**src/rtl/glossy_pkg.sv**
```systemverilog
// Shared types and default timing for the Glossy round scheduler (40 MHz clock).
// Pure definitions: no logic, no latency, no flow control.
package glossy_pkg;

    typedef enum logic [1:0] {
        ST_IDLE      = 2'd0,
        ST_INIT_RUN  = 2'd1,
        ST_RX_SEARCH = 2'd2,
        ST_RX_SYNCED = 2'd3
    } state_e;

    localparam logic MODE_RX   = 1'b0;
    localparam logic MODE_INIT = 1'b1;

    localparam int DEF_CNT_W    = 32;
    localparam int DEF_T_PERIOD = 20000000;
    localparam int DEF_T_SLOT   = 800000;
    localparam int DEF_N_SLOTS  = 4;
    localparam int DEF_T_GUARD  = 4000;
    localparam int DEF_MAX_MISS = 3;

    function automatic logic [7:0] sat_inc8(input logic [7:0] v);
        return (v == 8'hFF) ? v : v + 8'd1;
    endfunction

endpackage

```
**src/rtl/glossy_round_scheduler_if.sv**
```systemverilog
// Control/status bundle between the sequencer (master) and the round scheduler (slave).
// Level and single-cycle pulse signals only; no handshake.
interface glossy_round_scheduler_if;
    logic       i_enable;
    logic       i_mode;
    logic       i_sync_ind;
    logic       o_app_start;
    logic       o_round_active;
    logic       o_rx_en;
    logic       o_slot_tick;
    logic [7:0] o_slot_idx;
    logic       o_synced;
    logic [7:0] o_miss_cnt;

    modport master (
        output i_enable, i_mode, i_sync_ind,
        input  o_app_start, o_round_active, o_rx_en, o_slot_tick,
        input  o_slot_idx, o_synced, o_miss_cnt
    );

    modport slave (
        input  i_enable, i_mode, i_sync_ind,
        output o_app_start, o_round_active, o_rx_en, o_slot_tick,
        output o_slot_idx, o_synced, o_miss_cnt
    );
endinterface

```
**src/rtl/glossy_slot_timer.sv**
```systemverilog
// Slot counter, slot index and boundary tick inside a round window.
// Inputs describe the next cycle, so outputs line up with the round counter; no backpressure.
module glossy_slot_timer #(
    parameter int CNT_W  = 32,
    parameter int T_SLOT = 800000
) (
    input  logic       clk,
    input  logic       reset,
    input  logic       i_round,
    input  logic       i_start,
    input  logic       i_realign,
    output logic       o_slot_tick,
    output logic [7:0] o_slot_idx
);
    localparam logic [CNT_W-1:0] SLOT_LAST = CNT_W'(T_SLOT - 1);

    logic [CNT_W-1:0] cnt_q, cnt_d;
    logic [7:0]       idx_q, idx_d;
    logic             tick_q, tick_d;

    always_comb begin
        cnt_d  = cnt_q + 1'b1;
        idx_d  = idx_q;
        tick_d = 1'b0;
        if (!i_round) begin
            cnt_d = '0;
            idx_d = '0;
        end else if (i_realign) begin
            // The sync cycle itself was slot cycle 0.
            cnt_d = CNT_W'(1);
            idx_d = '0;
        end else if (i_start) begin
            cnt_d = '0;
            idx_d = '0;
        end else if (cnt_q == SLOT_LAST) begin
            cnt_d  = '0;
            idx_d  = idx_q + 8'd1;
            tick_d = 1'b1;
        end
    end

    always_ff @(posedge clk or posedge reset) begin
        if (reset) begin
            cnt_q  <= '0;
            idx_q  <= '0;
            tick_q <= 1'b0;
        end else begin
            cnt_q  <= cnt_d;
            idx_q  <= idx_d;
            tick_q <= tick_d;
        end
    end

    assign o_slot_tick = tick_q;
    assign o_slot_idx  = idx_q;
endmodule

```
**src/rtl/glossy_round_scheduler.sv**
```systemverilog
// Periodic Glossy round scheduler: initiator period generator or receiver sync tracker.
// All outputs registered; i_sync_ind reaches o_synced/o_round_active one cycle later; no backpressure.
module glossy_round_scheduler
    import glossy_pkg::*;
#(
    parameter int CNT_W    = DEF_CNT_W,
    parameter int T_PERIOD = DEF_T_PERIOD,
    parameter int T_SLOT   = DEF_T_SLOT,
    parameter int N_SLOTS  = DEF_N_SLOTS,
    parameter int T_GUARD  = DEF_T_GUARD,
    parameter int MAX_MISS = DEF_MAX_MISS
) (
    input  logic                     clk,
    input  logic                     reset,
    glossy_round_scheduler_if.slave  sif
);
    localparam logic [CNT_W-1:0] PERIOD_LAST = CNT_W'(T_PERIOD - 1);
    localparam logic [CNT_W-1:0] ROUND_LEN   = CNT_W'(N_SLOTS * T_SLOT);
    localparam logic [CNT_W-1:0] ROUND_LAST  = CNT_W'(N_SLOTS * T_SLOT - 1);
    localparam logic [CNT_W-1:0] GUARD_START = CNT_W'(T_PERIOD - T_GUARD);

    state_e           state_q, state_d;
    logic [CNT_W-1:0] per_q, per_d, per_inc;
    logic             hit_q, hit_d;
    logic [7:0]       miss_q, miss_d;
    logic             app_start_q, app_start_d;
    logic             round_q, round_d;
    logic             rx_en_q, rx_en_d;
    logic             synced_q, synced_d;
    logic             in_window, realign, guard_d, slot_start;

    always_comb begin
        state_d   = state_q;
        per_d     = per_q;
        hit_d     = hit_q;
        miss_d    = miss_q;
        realign   = 1'b0;
        per_inc   = (per_q == PERIOD_LAST) ? '0 : per_q + 1'b1;
        in_window = (per_q < ROUND_LEN) || (per_q >= GUARD_START);

        if (!sif.i_enable) begin
            state_d = ST_IDLE;
            per_d   = '0;
            hit_d   = 1'b0;
            miss_d  = '0;
        end else begin
            case (state_q)
                ST_IDLE: begin
                    per_d   = '0;
                    state_d = (sif.i_mode == MODE_INIT) ? ST_INIT_RUN : ST_RX_SEARCH;
                end
                ST_INIT_RUN: per_d = per_inc;
                ST_RX_SEARCH: begin
                    if (sif.i_sync_ind) begin
                        state_d = ST_RX_SYNCED;
                        per_d   = CNT_W'(1);
                        realign = 1'b1;
                        hit_d   = 1'b1;
                        miss_d  = '0;
                    end
                end
                ST_RX_SYNCED: begin
                    per_d = per_inc;
                    // A sync on the last round cycle wins over the miss check.
                    if (sif.i_sync_ind && in_window) begin
                        per_d   = CNT_W'(1);
                        realign = 1'b1;
                        hit_d   = 1'b1;
                        miss_d  = '0;
                    end else if (per_q == ROUND_LAST) begin
                        hit_d = 1'b0;
                        if (!hit_q) begin
                            miss_d = sat_inc8(miss_q);
                            if (miss_d == 8'(MAX_MISS)) begin
                                state_d = ST_RX_SEARCH;
                                per_d   = '0;
                            end
                        end
                    end
                end
                default: state_d = ST_IDLE;
            endcase
        end

        // Outputs are derived from next-cycle values so they coincide with per_q.
        round_d     = ((state_d == ST_INIT_RUN) || (state_d == ST_RX_SYNCED)) && (per_d < ROUND_LEN);
        guard_d     = (state_d == ST_RX_SYNCED) && (per_d >= GUARD_START);
        rx_en_d     = (state_d == ST_RX_SEARCH) || (state_d == ST_RX_SYNCED && (round_d || guard_d));
        synced_d    = (state_d == ST_INIT_RUN) || (state_d == ST_RX_SYNCED);
        slot_start  = (per_d == '0);
        app_start_d = ((state_q != ST_RX_SEARCH) && (state_d == ST_RX_SEARCH)) ||
                      ((state_d == ST_INIT_RUN)  && (per_d == '0)) ||
                      ((state_d == ST_RX_SYNCED) && (per_d == GUARD_START));
    end

    always_ff @(posedge clk or posedge reset) begin
        if (reset) begin
            state_q     <= ST_IDLE;
            per_q       <= '0;
            hit_q       <= 1'b0;
            miss_q      <= '0;
            app_start_q <= 1'b0;
            round_q     <= 1'b0;
            rx_en_q     <= 1'b0;
            synced_q    <= 1'b0;
        end else begin
            state_q     <= state_d;
            per_q       <= per_d;
            hit_q       <= hit_d;
            miss_q      <= miss_d;
            app_start_q <= app_start_d;
            round_q     <= round_d;
            rx_en_q     <= rx_en_d;
            synced_q    <= synced_d;
        end
    end

    glossy_slot_timer #(
        .CNT_W  (CNT_W),
        .T_SLOT (T_SLOT)
    ) u_slot_timer (
        .clk         (clk),
        .reset       (reset),
        .i_round     (round_d),
        .i_start     (slot_start),
        .i_realign   (realign),
        .o_slot_tick (sif.o_slot_tick),
        .o_slot_idx  (sif.o_slot_idx)
    );

    assign sif.o_app_start    = app_start_q;
    assign sif.o_round_active = round_q;
    assign sif.o_rx_en        = rx_en_q;
    assign sif.o_synced       = synced_q;
    assign sif.o_miss_cnt     = miss_q;
endmodule

```
**src/flat_wrapper.sv**
```systemverilog
// flat-port wrapper written by rule: the top's interface ports become plain ports
module glossy_round_scheduler_flat import glossy_pkg::*;
#(
    parameter int CNT_W    = DEF_CNT_W,
    parameter int T_PERIOD = DEF_T_PERIOD,
    parameter int T_SLOT   = DEF_T_SLOT,
    parameter int N_SLOTS  = DEF_N_SLOTS,
    parameter int T_GUARD  = DEF_T_GUARD,
    parameter int MAX_MISS = DEF_MAX_MISS
)
  (clk, reset, sif_i_enable, sif_i_mode, sif_i_sync_ind, sif_o_app_start, sif_o_round_active, sif_o_rx_en, sif_o_slot_tick, sif_o_slot_idx, sif_o_synced, sif_o_miss_cnt);
  glossy_round_scheduler_if sif_i ();
  input  logic clk;
  input  logic reset;
  input wire logic [$bits(sif_i.i_enable)-1:0] sif_i_enable;
  input wire logic [$bits(sif_i.i_mode)-1:0] sif_i_mode;
  input wire logic [$bits(sif_i.i_sync_ind)-1:0] sif_i_sync_ind;
  output wire logic [$bits(sif_i.o_app_start)-1:0] sif_o_app_start;
  output wire logic [$bits(sif_i.o_round_active)-1:0] sif_o_round_active;
  output wire logic [$bits(sif_i.o_rx_en)-1:0] sif_o_rx_en;
  output wire logic [$bits(sif_i.o_slot_tick)-1:0] sif_o_slot_tick;
  output wire logic [$bits(sif_i.o_slot_idx)-1:0] sif_o_slot_idx;
  output wire logic [$bits(sif_i.o_synced)-1:0] sif_o_synced;
  output wire logic [$bits(sif_i.o_miss_cnt)-1:0] sif_o_miss_cnt;
  assign sif_i.i_enable = sif_i_enable;
  assign sif_i.i_mode = sif_i_mode;
  assign sif_i.i_sync_ind = sif_i_sync_ind;
  assign sif_o_app_start = sif_i.o_app_start;
  assign sif_o_round_active = sif_i.o_round_active;
  assign sif_o_rx_en = sif_i.o_rx_en;
  assign sif_o_slot_tick = sif_i.o_slot_tick;
  assign sif_o_slot_idx = sif_i.o_slot_idx;
  assign sif_o_synced = sif_i.o_synced;
  assign sif_o_miss_cnt = sif_i.o_miss_cnt;
  glossy_round_scheduler #(.CNT_W(CNT_W), .T_PERIOD(T_PERIOD), .T_SLOT(T_SLOT), .N_SLOTS(N_SLOTS), .T_GUARD(T_GUARD), .MAX_MISS(MAX_MISS)) u_core (.clk(clk), .reset(reset), .sif(sif_i));
endmodule
```
**config.mk**
```make
export PLATFORM = sky130hd
export DESIGN_NAME = glossy_round_scheduler_flat
export DESIGN_NICKNAME = d
export VERILOG_FILES = /design/src/rtl/glossy_pkg.sv /design/src/rtl/glossy_round_scheduler_if.sv /design/src/rtl/glossy_slot_timer.sv /design/src/rtl/glossy_round_scheduler.sv /design/src/flat_wrapper.sv
export SDC_FILE = /design/constraint.sdc
export NUM_CORES = 1
export LEC_CHECK = 0
export BUFFER_PORTS_ARGS = -buffer_cell sky130_fd_sc_hd__buf_2
export CELL_PAD_IN_SITES_DETAIL_PLACEMENT = 1
export CELL_PAD_IN_SITES_GLOBAL_PLACEMENT = 2
export CORE_AREA = 3 3 162 164
export DETAILED_ROUTE_END_ITERATION = 10
export DIE_AREA = 0 0 165 167
export PLACE_DENSITY_LB_ADDON = 0.1
export SLEW_MARGIN = 30
export SYNTH_ARGS = -nofsm -noshare
export SYNTH_HDL_FRONTEND = slang
export SYNTH_SLANG_ARGS = --single-unit
export TNS_END_PERCENT = 30
```
**constraint.sdc**
```tcl
create_clock -name clk -period 5.6 [get_ports clk]
set_input_delay 1.12 -clock clk [delete_from_list [all_inputs] [get_ports clk]]
set_output_delay 1.12 -clock clk [all_outputs]
set_load 0.05 [all_outputs]
```
### Word-level counts from Yosys, hierarchy flattened

Cells that the tools add are included.

* flip-flop bits (word level): 88
* word-level logic and storage cells: 98

* magnitude comparators: 4
* mux-type cells: 44
* add/subtract/negate cells: 4
* reduce and logical (&&, ||, !) cells: 17
* eq/ne operators: 18

Operators by type and width (count)
* $mux 32: 11
* $pmux 32 s4: 1
* $mux 8: 10
* $add 32x1->32 const B: 2
* $eq 32x25->1 const B: 2
* $ge 32x25->1 const B: 2
* $lt 32x22->1 const B: 2
* $eq 32x20->1 const B: 1
* $eq 32x22->1 const B: 1
* $logic_not 32->1: 1
* $add 8x1->8 const B: 2
* $pmux 8 s2: 1
* $mux 2: 7
* $mux 1: 11
* $eq 2x2->1 const B: 4
* $eq 8x2->1 const B: 1
* $eq 8x8->1 const B: 1
* $ne 4x4->1 const B: 2
* $logic_and 1x1->1: 7
* $logic_or 1x1->1: 6
* $pmux 2 s3: 1
* $eq 2x1->1 const B: 2
* $ne 4x2->1 const B: 1
* $pmux 1 s2: 2
* 6 further kinds: 6

### Longest topological paths before layout

Gate-level depths: netlist of run 1.

* word-level depth: 15
* mapped depth: 14
* gate-level depth less buffers: 11

### Hierarchy

A second synthesis of run 1 with hierarchy kept.

* cells, all modules: 671
* area total of the unflattened synthesis: 5845.6 um2

Modules (own cells, without submodules)
* glossy_round_scheduler: times used 1, area each 3808.7 um2, cells an instance 461
* glossy_slot_timer: times used 1, area each 2037.0 um2, cells an instance 210

### Worst setup path before layout of run 1

No wires, ideal clock.

* path type: reg-to-reg
* start point: reg u_core.miss_q[0], in the netlist u_core.sif.o_miss_cnt[0]
* end point: reg u_core.u_slot_timer.cnt_q[1]
* path buffers: 2
* setup slack: 2063 ps
* clock period less this slack: 3537 ps
* setup time: 165 ps
* cell stages (with the launch flop): 14
* arrival time: 3372 ps
* cell sequence: dfrtp_1 > ha_1 > nand2_1 > or3_1 > a31oi_1 > a21oi_2 > buf_6 > a32oi_2 > o21ai_2 > a2111oi_2 > nand4_2 > o21ai_4 > buf_6 > nor4b_1

* cells in the longest elaborated chain, start to end: 13
* elaborated cells on any way between the ends: 25

Ends and longest elaborated chain
* from (decl): RTL line glossy_round_scheduler.sv:25 `logic [7:0] miss_q, miss_d;`
* from (signal assigned): RTL line glossy_round_scheduler.sv:110 `miss_q <= miss_d;`
* $add 8x1->8 or $eq 8x8->1 (tied branches): RTL line glossy_pkg.sv:23 `return (v == 8'hFF) ? v : v + 8'd1;`
* $mux 8 (*): RTL line glossy_pkg.sv:23
* $eq 8x2->1 (*): RTL line glossy_round_scheduler.sv:74 `if (miss_d == 8'(MAX_MISS)) begin`
* parallel branches: the longest is 9 deep, another holds $lt 32x22->1
* $mux 32 (*): RTL line glossy_slot_timer.sv:25 `if (!i_round) begin`
* named net u_core.u_slot_timer.cnt_d[1]: RTL line glossy_slot_timer.sv:17 `logic [CNT_W-1:0] cnt_q, cnt_d;`
* to (signal assigned): RTL line glossy_slot_timer.sv:48 `cnt_q <= cnt_d;`
* to (decl): RTL line glossy_slot_timer.sv:17

Mark *: on every way through the listed nets, which the timed path passes.
A chain may end at the register's enable or synchronous reset.

### Final worst setup path of run 1

* start point: reg u_core.per_q[25]
* end point: reg u_core.u_slot_timer.cnt_q[5]

* cells in the longest elaborated chain, start to end: 12
* elaborated cells on any way between the ends: 31

Ends and longest elaborated chain
* from (decl): RTL line glossy_round_scheduler.sv:23 `logic [CNT_W-1:0] per_q, per_d, per_inc;`
* from (signal assigned): RTL line glossy_round_scheduler.sv:108 `per_q <= per_d;`
* parallel branches: the longest is 6 deep, another holds $lt 32x22->1
* $pmux 32 s4 (*): RTL line glossy_round_scheduler.sv:47 `case (state_q)`
* $mux 32 (*): RTL line glossy_round_scheduler.sv:41 `if (!sif.i_enable) begin`
* named net u_core.per_d[14]: RTL line glossy_round_scheduler.sv:23
* parallel branches: the longest is 3 deep, another holds $lt 32x22->1
* $mux 32 (*): RTL line glossy_slot_timer.sv:25
* named net u_core.u_slot_timer.cnt_d[5]: RTL line glossy_slot_timer.sv:17

Marks and branches as above.

==> summary.md, run 1 <==
| Metric | Value |
|---|---|
| Post-DP HPWL | between 15 and 20 mm |
| Crit path depth | 12 |
| Via density | between 5 and 6 |
| N_diodes | 0 |
| Routed Antenna Nets | 0 |
| Outcome | finished clean |
| Core Box Area | between 20000 and 30000 um2 |
| Placer Congestion | just over 0.8 |
| Total length of routed wires | 22.5 mm |
| Final instance area | about 6900 um2 |
| Share of total power in the clock network | 0.432 |
| Floorplan row count | between 50 and 60 |
| Worst path slowest cell | or4b_4 |
| R2R cell count | 12 |
| Logic pwr share | 0.118 |
| Slew Limit Headroom | 0.459 |
| First-pass GRT wire length | 35.4 mm |
| Chip Width | 165 um |
| Final WS setup | ~1.2 ns |
| CTS Hold Buffers Added | 0 |
| Endpoints failing setup | 0 |
| Setup crit start | u_core.per_q[25] |
| Slew Limit Fails | 0 |
| Cell mode on critical path | buf_4 |
| Synth Net Count | slightly above 700 |
| Final hold slack | about 0.55 ns |
| CP Max Fanout | 21 |
| Reg-to-Reg End | u_core.u_slot_timer.cnt_q[5] |
| Die Y | around 170 um |
| Initial antenna violation count | 0 |
| Cts bufs inserted | 9 |
| Tot GR Track Use | 0.167 |
| Critical path buffers and inverters | 2 |
| Crit path launch type | register |
| Final net count | between 700 and 800 |
| Mean Syn Cell Area | 8.61 um2 |
| CP Data Arrival Time | roughly 4.6 ns |
| Synth Flop Type | dfrtp_1 |
| P_leak | 2.51 nW |
| Hold Path Origin | u_core.sif.o_miss_cnt[5] |
| Pwr Density | 208 nW/um2 |
| Ys async rst share | 1.00 |
| Maximum buffer depth of the clock tree | 2 |
| Starting DRC count in detailed routing | around 340 |
| Dpl cells | 1041 |
| Slew of the pin with the lowest slew margin | roughly 0.80 ns |
| F_max | approximately 230 MHz |
| Area grow syn2layout | 11.2% |
| CP endpoint kind | register |
| Crit share post-route | 0.789 |
| Share of layout cells above drive strength 1 | 0.158 |
| Worst Setup EP | u_core.u_slot_timer.cnt_q[5] |
| Post-cts sizing count | 0 |
| Pre-CTS setup slack | about 1.2 ns |
| Seq/Total Area, Yosys | 0.353 |
| Req. time, crit path | between 5 and 6 ns |
| Total number of vias | 5621 |
| TritonCTS clock tree | yes |
| RR Startpoint | u_core.per_q[25] |
| # Post-CTS Setup Buffers | 0 |
| Period minus WS final | ~4.4 ns |
| CP max stage delay | approximately 0.5 ns |
| Clk sink count | slightly below 90 |
| Power share of the sequential group | 0.450 |
| Mapped cell area | between 6000 and 7000 um2 |
| Net Sw Frac | 0.312 |
| Port Buffers | 25 |
| Final count of hold timing violations | 0 |
| Yosys cell types | 77 |
| Max VDD drop | 0.104 mV |
| Ports | 26 |
| H-Tree Depth | 3 |
| Flops & latches, synth | 87 |
| Final core utilization | 0.274 |
| Unrepaired setup endpoints after global routing | no |
| Placement Cell Area | 6570 um2 |
| Clock-pin slew on the worst setup and hold paths | 0.08 ns |
| Grt total ovfl | 0 |
| MaxCap Viol Count | 0 |
| Syn. warnings | 0 |
| Final setup TNS | 0 ns |
| Non-Filler Instances | around 1100 |
| CP Class | reg2reg |
| Total die area | around 28000 um2 |
| Top cell family by delay on the critical path | simple AND/OR/NAND/NOR gates |
| Drt pass-1 iters | 4 |
| Cells along the critical path | or3_4, nor3_1, o211ai_1, o211ai_2, buf_4, nand2_2, or3_1, a21oi_1, or4b_4, nand4b_4, buf_4, nor4_1 |
| Routed length per instance | ~21 um |
| Worst skew pair latency | around 0.36 ns |
| Initial cell density of the core | 0.246 |
| Worst min path class | reg2reg |
| Vias in the first global route | about 5800 |
| Cell count after synthesis | approximately 700 |
| Largest net degree at the start of global routing | 53 |
| Reg2Reg Setup Slack | between 1 and 1.5 ns |
| Drt drc | 0 |
| P_int | between 0.9 and 1 mW |
| Clock Tree Root | clkbuf_16 |
| P_sw | ~0.45 mW |
| Clock skew | 0.0166 ns |
| Number of flops mapped to enable cells by yosys | 0 |
| Overall Power | around 1.4 mW |
## layer usage
| metal | up-vias | wire [um] | track usage |
|---|---|---|---|
| met5 | - | 0 | 0 |
| met4 | 0 | 454 | 0.0518 |
| met3 | 24 | 643 | 0.0224 |
| met2 | 99 | 10600 | 0.275 |
| met1 | 2853 | 10800 | 0.226 |
| li1 | 2645 | - | - |
## sequential cells by signal, indices dropped and copies added, names as in the netlist
name,count
u_core.sif.o_app_start,1
u_core.hit_q,1
u_core.u_slot_timer.o_slot_tick,1
u_core.sif.o_rx_en,1
u_core.state_q,2
u_core.sif.o_miss_cnt,8
u_core.u_slot_timer.o_slot_idx,8
u_core.u_slot_timer.cnt_q,32
u_core.per_q,32
u_core.sif.o_round_active,1
## placed cells by master (no fill, tap or decap), types with 3 or more instances in the layout
cell | Yosys | routed
a21boi_0 | 3 | 3
a21oi_1 | 28 | 28
a31oi_1 | 16 | 16
and2_1 | 14 | 14
and3_1 | 18 | 18
and4_1 | 9 | 9
buf_2 | 10 | 25
buf_4 | 4 | 16
clkbuf_16 | 0 | 9
dfrtp_1 | 87 | 87
ha_1 | 5 | 5
inv_1 | 22 | 21
mux2i_1 | 5 | 5
nand2_1 | 67 | 67
nand2b_1 | 6 | 6
nand3_1 | 39 | 39
nand3b_1 | 3 | 3
nand4_1 | 27 | 27
nor2_1 | 52 | 52
nor2b_1 | 5 | 5
nor3_1 | 29 | 28
nor3_2 | 29 | 30
nor4_1 | 20 | 20
nor4b_1 | 4 | 4
o211ai_1 | 10 | 10
o21a_1 | 5 | 5
o21ai_0 | 33 | 32
o22ai_1 | 8 | 8
o31ai_1 | 4 | 4
or3_1 | 12 | 12
or3_4 | 4 | 4
or4_1 | 3 | 3
xnor2_1 | 33 | 33
xor2_1 | 15 | 15
## power groups by stage
stage / Sequential, mW / Clock (mW) / Combinational [mW]
2_1_floorplan: 0.662 / 0 / 0.112
3_3_place_gp: 0.654 / 0 / 0.170
3_5_place_dp: 0.654 / 0 / 0.173
4_1_cts: 0.642 / 0.638 / 0.172
5_1_grt: 0.643 / 0.660 / 0.186
6_report: 0.642 / 0.616 / 0.169
## how the worst min path moves through the flow
stage                                     endpoint  slack (ns)  cells past startpoint
after CTS                 u_core.sif.o_miss_cnt[5]        0.57                      1
after detailed placement  u_core.sif.o_miss_cnt[1]        0.55                      1
after floorplan                       u_core.hit_q        0.51                      2
final                     u_core.sif.o_miss_cnt[5]        0.55                      1
after global placement    u_core.sif.o_miss_cnt[5]        0.54                      2
after global routing      u_core.sif.o_miss_cnt[1]        0.59                      1
## worst register-to-register path: stages (launching register included)
cell	delay [ns]
dfrtp_1	0.48
or3_4	0.44
nor3_1	0.48
o211ai_1	0.25
o211ai_2	0.18
buf_4	0.30
nand2_2	0.35
or3_1	0.44
a21oi_1	0.18
or4b_4	0.50
nand4b_4	0.25
buf_4	0.33
nor4_1	0.11
## cells by family (layout without fill, tap and decap cells)
| group | count (synthesis) | in the layout | synth area share |
|---|---|---|---|
| compound gates | 146 | 146 | 0.166 |
| mux | 5 | 5 | 0.00812 |
| simple gates | 357 | 357 | 0.339 |
| buf+inv | 68 | 79 | 0.0556 |
| fa+ha+maj | 5 | 5 | 0.0101 |
| xor+xnor | 48 | 48 | 0.0682 |
| flops | 87 | 87 | 0.353 |
## synth_stat cells (5+ instances only)
master	number	area, um2
a21oi_1	28	140
a31oi_1	16	100
and2_1	14	87.6
and3_1	18	113
and4_1	9	78.8
buf_2	10	50.1
buf_6	8	90.1
clkbuf_1	22	82.6
dfrtp_1	87	2180
ha_1	5	62.6
inv_1	22	82.6
mux2i_1	5	50.1
nand2_1	67	251
nand2b_1	6	37.5
nand3_1	39	195
nand4_1	27	169
nor2_1	52	195
nor2b_1	5	31.3
nor3_1	29	145
nor3_2	29	290
nor4_1	20	125
o211ai_1	10	75.1
o21a_1	5	37.5
o21ai_0	33	165
o22ai_1	8	50.1
or3_1	12	75.1
xnor2_1	33	289
xor2_1	15	131
## layout make-up
cell class / instances / area [um2]
Fill cell: 2961 / 18200
Clock buffer: 9 / 225
Multi-Input combinational cell: 561 / 3650
Timing Repair Buffer: 41 / 245
Inverter: 22 / 85.1
Clock inverter: 7 / 61.3
Sequential cell: 87 / 2180
Tap cell: 330 / 413
(Power assumes the default switching activity.)
==> inputs of run 2 (changes only) <==
==> constraint.sdc (replaced) <==
create_clock -name clk -period 3.8 [get_ports clk]
set_input_delay 0.76 -clock clk [delete_from_list [all_inputs] [get_ports clk]]
set_output_delay 0.76 -clock clk [all_outputs]
set_load 0.05 [all_outputs]
==> run 2 against run 1 <==
Cell area up 12%. Critical endpoint is now u_core.u_slot_timer.cnt_q[16]. Critical path type unchanged. Worst setup slack worse by 1.1 ns. Die area unchanged. Clock-buffer cell count up 1. Hold slack worse by 0.035 ns. Final cell count up 7.4%. Clock skew down 0.0023 ns.
==> summary.md, run 2 (synthesis results as in run 1) <==
| Metric | Value |
|---|---|
| Reg2Reg Setup Slack | 0.09 ns |
| Final net count | approximately 800 |
| Req. time, crit path | between 4 and 5 ns |
| Crit path launch type | register |
| Total number of vias | about 5900 |
| Pwr Density | approximately 300 nW/um2 |
| Drt pass-1 iters | 5 |
| CP Max Fanout | 20 |
| Tot GR Track Use | 0.172 |
| Via density | between 5 and 6 |
| Die Y | 167 um |
| Floorplan row count | 58 |
| Routed length per instance | 20.5 um |
| Dpl cells | 1115 |
| Clock Tree Root | clkbuf_16 |
| Outcome | finished clean |
| Final count of hold timing violations | 0 |
| Reg-to-Reg End | u_core.u_slot_timer.cnt_q[16] |
| Drt drc | 0 |
| Most frequent cells in the layout | buf_4, dfrtp_1, nand2_1 |
| Final instance area | roughly 7700 um2 |
| Clk sink count | 87 |
| R2R cell count | 13 |
| Clock-pin slew on the worst setup and hold paths | about 0.08 ns |
| Chip Width | about 170 um |
| Period minus WS final | roughly 3.7 ns |
| Crit share post-route | 0.977 |
| First-pass GRT wire length | about 37 mm |
| Routed Antenna Nets | 0 |
| Grt total ovfl | 0 |
| Total die area | 27600 um2 |
| Placer Congestion | between 0.8 and 0.9 |
| MaxCap Viol Count | 0 |
| CP Data Arrival Time | around 4.0 ns |
| Maximum buffer depth of the clock tree | 2 |
| Final setup TNS | 0 ns |
| CP Class | reg2reg |
| Largest net degree at the start of global routing | 73 |
| Area grow syn2layout | 24.2% |
| Post-DP HPWL | around 17 mm |
| Endpoints failing setup | 0 |
| Total length of routed wires | 23.3 mm |
| TritonCTS clock tree | yes |
| N_diodes | 0 |
| Top flop regs | u_core.per_q (32), u_core.u_slot_timer.cnt_q (32) |
| Worst skew pair latency | 0.36 ns |
| Starting DRC count in detailed routing | 353 |
| Ports | 26 |
| Cts bufs inserted | 9 |
| Share of layout cells above drive strength 1 | 0.257 |
| Placement Cell Area | approximately 7200 um2 |
| H-Tree Depth | 3 |
| Initial cell density of the core | 0.246 |
| Clock skew | around 0.014 ns |
| RR Startpoint | u_core.per_q[9] |
| Core Box Area | ~25000 um2 |
| Slew of the pin with the lowest slew margin | roughly 0.74 ns |
| Initial antenna violation count | 0 |
| Max VDD drop | ~0.16 mV |
| F_max | around 270 MHz |
| Slew Limit Fails | 0 |
| Port Buffers | 25 |
| P_leak | around 3.0 nW |
| Slew Limit Headroom | 0.509 |
| CP endpoint kind | register |
| Vias in the first global route | roughly 6300 |
| Non-Filler Instances | about 1100 |
| Worst min path class | in2async |
| Final hold slack | 0.514 ns |
run 2: where the power goes:
part	internal, mW	switching (mW)	leakage, nW
Clock	0.541	0.436	0.152
Combinational	0.103	0.214	1.59
Sequential	0.933	0.00917	1.21
Total	1.58	0.659	2.95
run 2: metal layers:
metal,track usage,wire length (um),part of all wire
met2,0.269,10900,0.47
met1,0.239,11300,0.48
met5,0,0,0
met3,0.0224,615,0.026
met4,0.0671,579,0.025
run 2: how the worst max path moves through the flow:
| stage | from | end | slack (ns) | depth (start not counted) |
|---|---|---|---|---|
| 2_1_floorplan | u_core.sif.o_miss_cnt[0] | u_core.u_slot_timer.cnt_q[1] | 0.26 | 13 |
| 3_3_place_gp | u_core.per_q[10] | u_core.u_slot_timer.cnt_q[17] | -0.18 | 15 |
| 3_5_place_dp | u_core.per_q[10] | u_core.u_slot_timer.cnt_q[16] | -0.12 | 15 |
| 4_1_cts | u_core.per_q[17] | u_core.u_slot_timer.cnt_q[16] | 0.02 | 14 |
| 5_1_grt | u_core.per_q[17] | u_core.u_slot_timer.cnt_q[21] | -0.02 | 14 |
| 6_report | u_core.per_q[9] | u_core.u_slot_timer.cnt_q[16] | 0.09 | 13 |
run 2: area by class of cell:
cell class	count	area [um2]
fillers	2943	17400
clock buffers	10	239
multi-input cells	561	3760
repair buffers	119	910
inverters	22	87.6
flip-flops and latches	87	2180
well taps	330	413
clock inverters	6	75.1
run 2: what timing repair did:
item,in CTS,in global routing
setup buffers,0,4
hold buffers,0,0
resized for setup,3,16
endpoints found under the setup margin,43,43
cloned,0,0
pin swaps,0,3
run 2: stage by stage:
stage	total power [mW]	utilization	setup WS, ns
after floorplan	1.14	-	0.263
after global placement	1.27	0.288	-0.178
after detailed placement	1.27	0.288	-0.121
after CTS	2.28	0.301	0.0218
after global routing	2.34	0.306	-0.0165
final	2.24	0.306	0.0873
run 2: critical path, stage by stage, from the launching register on:
cell and delay, ns:
dfrtp_1 0.50, nor4b_1 0.58, nand4_1 0.27, o31ai_4 0.29
a21oi_4 0.15, buf_4 0.18, a41o_1 0.21, a21boi_1 0.15
a2111oi_2 0.44, nand4_2 0.20, o21ai_4 0.20, buf_12 0.20
buf_4 0.16, nor3_2 0.05
==> inputs of run 3 (changes only) <==
--- a/config.mk
+++ b/config.mk
@@ -6,11 +6,12 @@
 export NUM_CORES = 1
 export LEC_CHECK = 0
 export BUFFER_PORTS_ARGS = -buffer_cell sky130_fd_sc_hd__buf_2
+export CAP_MARGIN = 10
 export CELL_PAD_IN_SITES_DETAIL_PLACEMENT = 1
 export CELL_PAD_IN_SITES_GLOBAL_PLACEMENT = 2
-export CORE_AREA = 3 3 162 164
+export CORE_AREA = 3 3 123 214
 export DETAILED_ROUTE_END_ITERATION = 10
-export DIE_AREA = 0 0 165 167
+export DIE_AREA = 0 0 126 217
 export PLACE_DENSITY_LB_ADDON = 0.1
 export SLEW_MARGIN = 30
 export SYNTH_ARGS = -nofsm -noshare
==> run 3 against run 2 <==
Utilization is 1.9 points higher. Via count is 1.5% higher. Combinational power is 15% higher. Sequential power is 0.4% higher. Total power is 5.8% higher. Global-route usage is 1.6 points higher. Critical endpoint is now u_core.sif.o_app_start. Register-to-register slack better by 0.02 ns. Hold slack worse by 0.026 ns. Maximum frequency is 0.62% higher. Routed wire length is 10% higher. First-iteration DRC count is 29% lower. Flip-flop and latch count stayed put.
==> summary.md, run 3 (synthesis results as in run 1) <==
| Metric | Value |
|---|---|
| N_diodes | 0 |
| Dpl cells | between 1000 and 1500 |
| Grt total ovfl | 0 |
| Period minus WS final | roughly 3.7 ns |
| Tot GR Track Use | 0.187 |
| Cts bufs inserted | 9 |
| TritonCTS clock tree | yes |
| Placement Cell Area | 7170 um2 |
| Crit path launch type | register |
| Commonest non-fill, non-tap cell in the layout | buf_4 |
| Post-DP HPWL | a little under 20 mm |
| Floorplan row count | 76 |
| Final instance area | between 8000 and 9000 um2 |
| Clock Tree Root | clkbuf_16 |
| Initial cell density of the core | 0.249 |
| Final net count | between 800 and 900 |
| Reg-to-Reg End | u_core.sif.o_app_start |
| Drt drc | 0 |
| First-pass GRT wire length | 39.3 mm |
| DR WL met3 | 624 um |
| Slew Limit Fails | 0 |
| Vias in the first global route | 6450 |
| Reg2Reg Setup Slack | roughly 0.11 ns |
| Die Y | between 200 and 250 um |
| P_leak | around 3.1 nW |
| Final count of hold timing violations | 0 |
| Routed length per instance | between 20 and 25 um |
| Overall Power | 2.37 mW |
| Area grow syn2layout | 30.2% |
| WL met2 | between 10 and 15 mm |
| Post-Route M1 WL | 9.37 mm |
| Share of layout cells above drive strength 1 | 0.282 |
| Slew Limit Headroom | 0.263 |
| Most frequent cells in the layout | buf_4, dfrtp_1, nand2_1 |
| RR Startpoint | u_core.per_q[10] |
| Maximum buffer depth of the clock tree | 2 |
| MaxCap Viol Count | 0 |
| Crit share post-route | 0.971 |
| Endpoints failing setup | 0 |
| Routed Antenna Nets | 0 |
| Final core utilization | 0.325 |
| Ports | 26 |
| Clk sink count | between 80 and 90 |
| Initial antenna violation count | 0 |
| CP endpoint kind | register |
| Clock-pin slew on the worst setup and hold paths | 0.07 ns |
| Total number of vias | roughly 6000 |
| Top flop regs | u_core.per_q (32), u_core.u_slot_timer.cnt_q (32) |
| Port Buffers | 25 |
| Outcome | finished clean |
| Drt pass-1 iters | 4 |
| Setup crit start | u_core.per_q[10] |
| Non-Filler Instances | 1131 |
| Chip Width | approximately 130 um |
| Pwr Density | slightly below 300 nW/um2 |
| CP Class | reg2reg |
| Max VDD drop | 0.201 mV |
| Total length of routed wires | approximately 26 mm |
| Slew of the pin with the lowest slew margin | ~1.1 ns |
| Worst skew pair latency | around 0.37 ns |
| H-Tree Depth | 3 |
| Clock skew | 0.00844 ns |
| Core Box Area | between 20000 and 25000 um2 |
| Placer Congestion | around 0.84 |
| Via density | between 5 and 6 |
| CP Max Fanout | 10 |
| CTS Hold Buffers Added | 0 |
| R2R cell count | 14 |
| F_max | 271 MHz |
| Worst min path class | in2async |
| Max Used Layer | met4 |
| Req. time, crit path | about 4.1 ns |
| Final hold slack | 0.488 ns |
| Starting DRC count in detailed routing | between 200 and 300 |
| CP Data Arrival Time | around 4.0 ns |
| FILL cells | slightly below 3000 |
| Largest net degree at the start of global routing | 69 |
| Total die area | between 20000 and 30000 um2 |
run 3: report_power, final:
| part | internal [mW] | switching, mW | leakage, nW |
|---|---|---|---|
| registers | 0.934 | 0.0121 | 1.21 |
| logic | 0.133 | 0.234 | 1.73 |
| clock network | 0.616 | 0.438 | 0.163 |
run 3: cell type report:
class                   instances  area (um2)  share of cell area
multi-input cells             561        3910               0.487
clock inverters                 4        77.6             0.00966
inverters                      22        87.6              0.0109
well taps                     312         390              0.0486
repair buffers                133        1130               0.141
flip-flops and latches         87        2180               0.271
clock buffers                  12         256              0.0319
run 3: metal layers:
metal,GRT usage,up-vias
met2,0.364,85
li1,-,2827
met5,0,-
met4,0.0812,0
met1,0.196,3052
met3,0.0280,42
run 3: worst max-delay path: stages (launching register included):
cell and delay (ns):
dfrtp_1 0.40, buf_6 0.15, or4_4 0.55, nor4_4 0.14, buf_4 0.18, and4_4 0.25
a21oi_4 0.09, buf_4 0.17, buf_4 0.14, a31oi_1 0.18, a311oi_2 0.10, or3_1 0.40
or4b_1 0.56, nor3_1 0.19, a211o_1 0.12
run 3: timing repair:
item	CTS	global route
buffers inserted	5	7
setup endpoints to repair	44	44
pin swaps	9	12
cloned	1	3
resized for setup	23	29
run 3: worst max path at each step:
stage / endpoint / slack, ns
after floorplan: u_core.u_slot_timer.cnt_q[1] / 0.26
after global placement: u_core.sif.o_app_start / -0.69
after detailed placement: u_core.sif.o_app_start / -0.70
after CTS: u_core.u_slot_timer.cnt_q[9] / -0.02
after global routing: u_core.u_slot_timer.cnt_q[15] / -0.03
final: u_core.sif.o_app_start / 0.11
run 3: through the flow:
step                setup TNS [ns]  setup WS [ns]
detailed placement          -21.89         -0.696
CTS                         -0.137        -0.0176
global route                -0.217        -0.0280
global placement            -20.39         -0.694
finish                           0          0.110
floorplan                        0          0.263
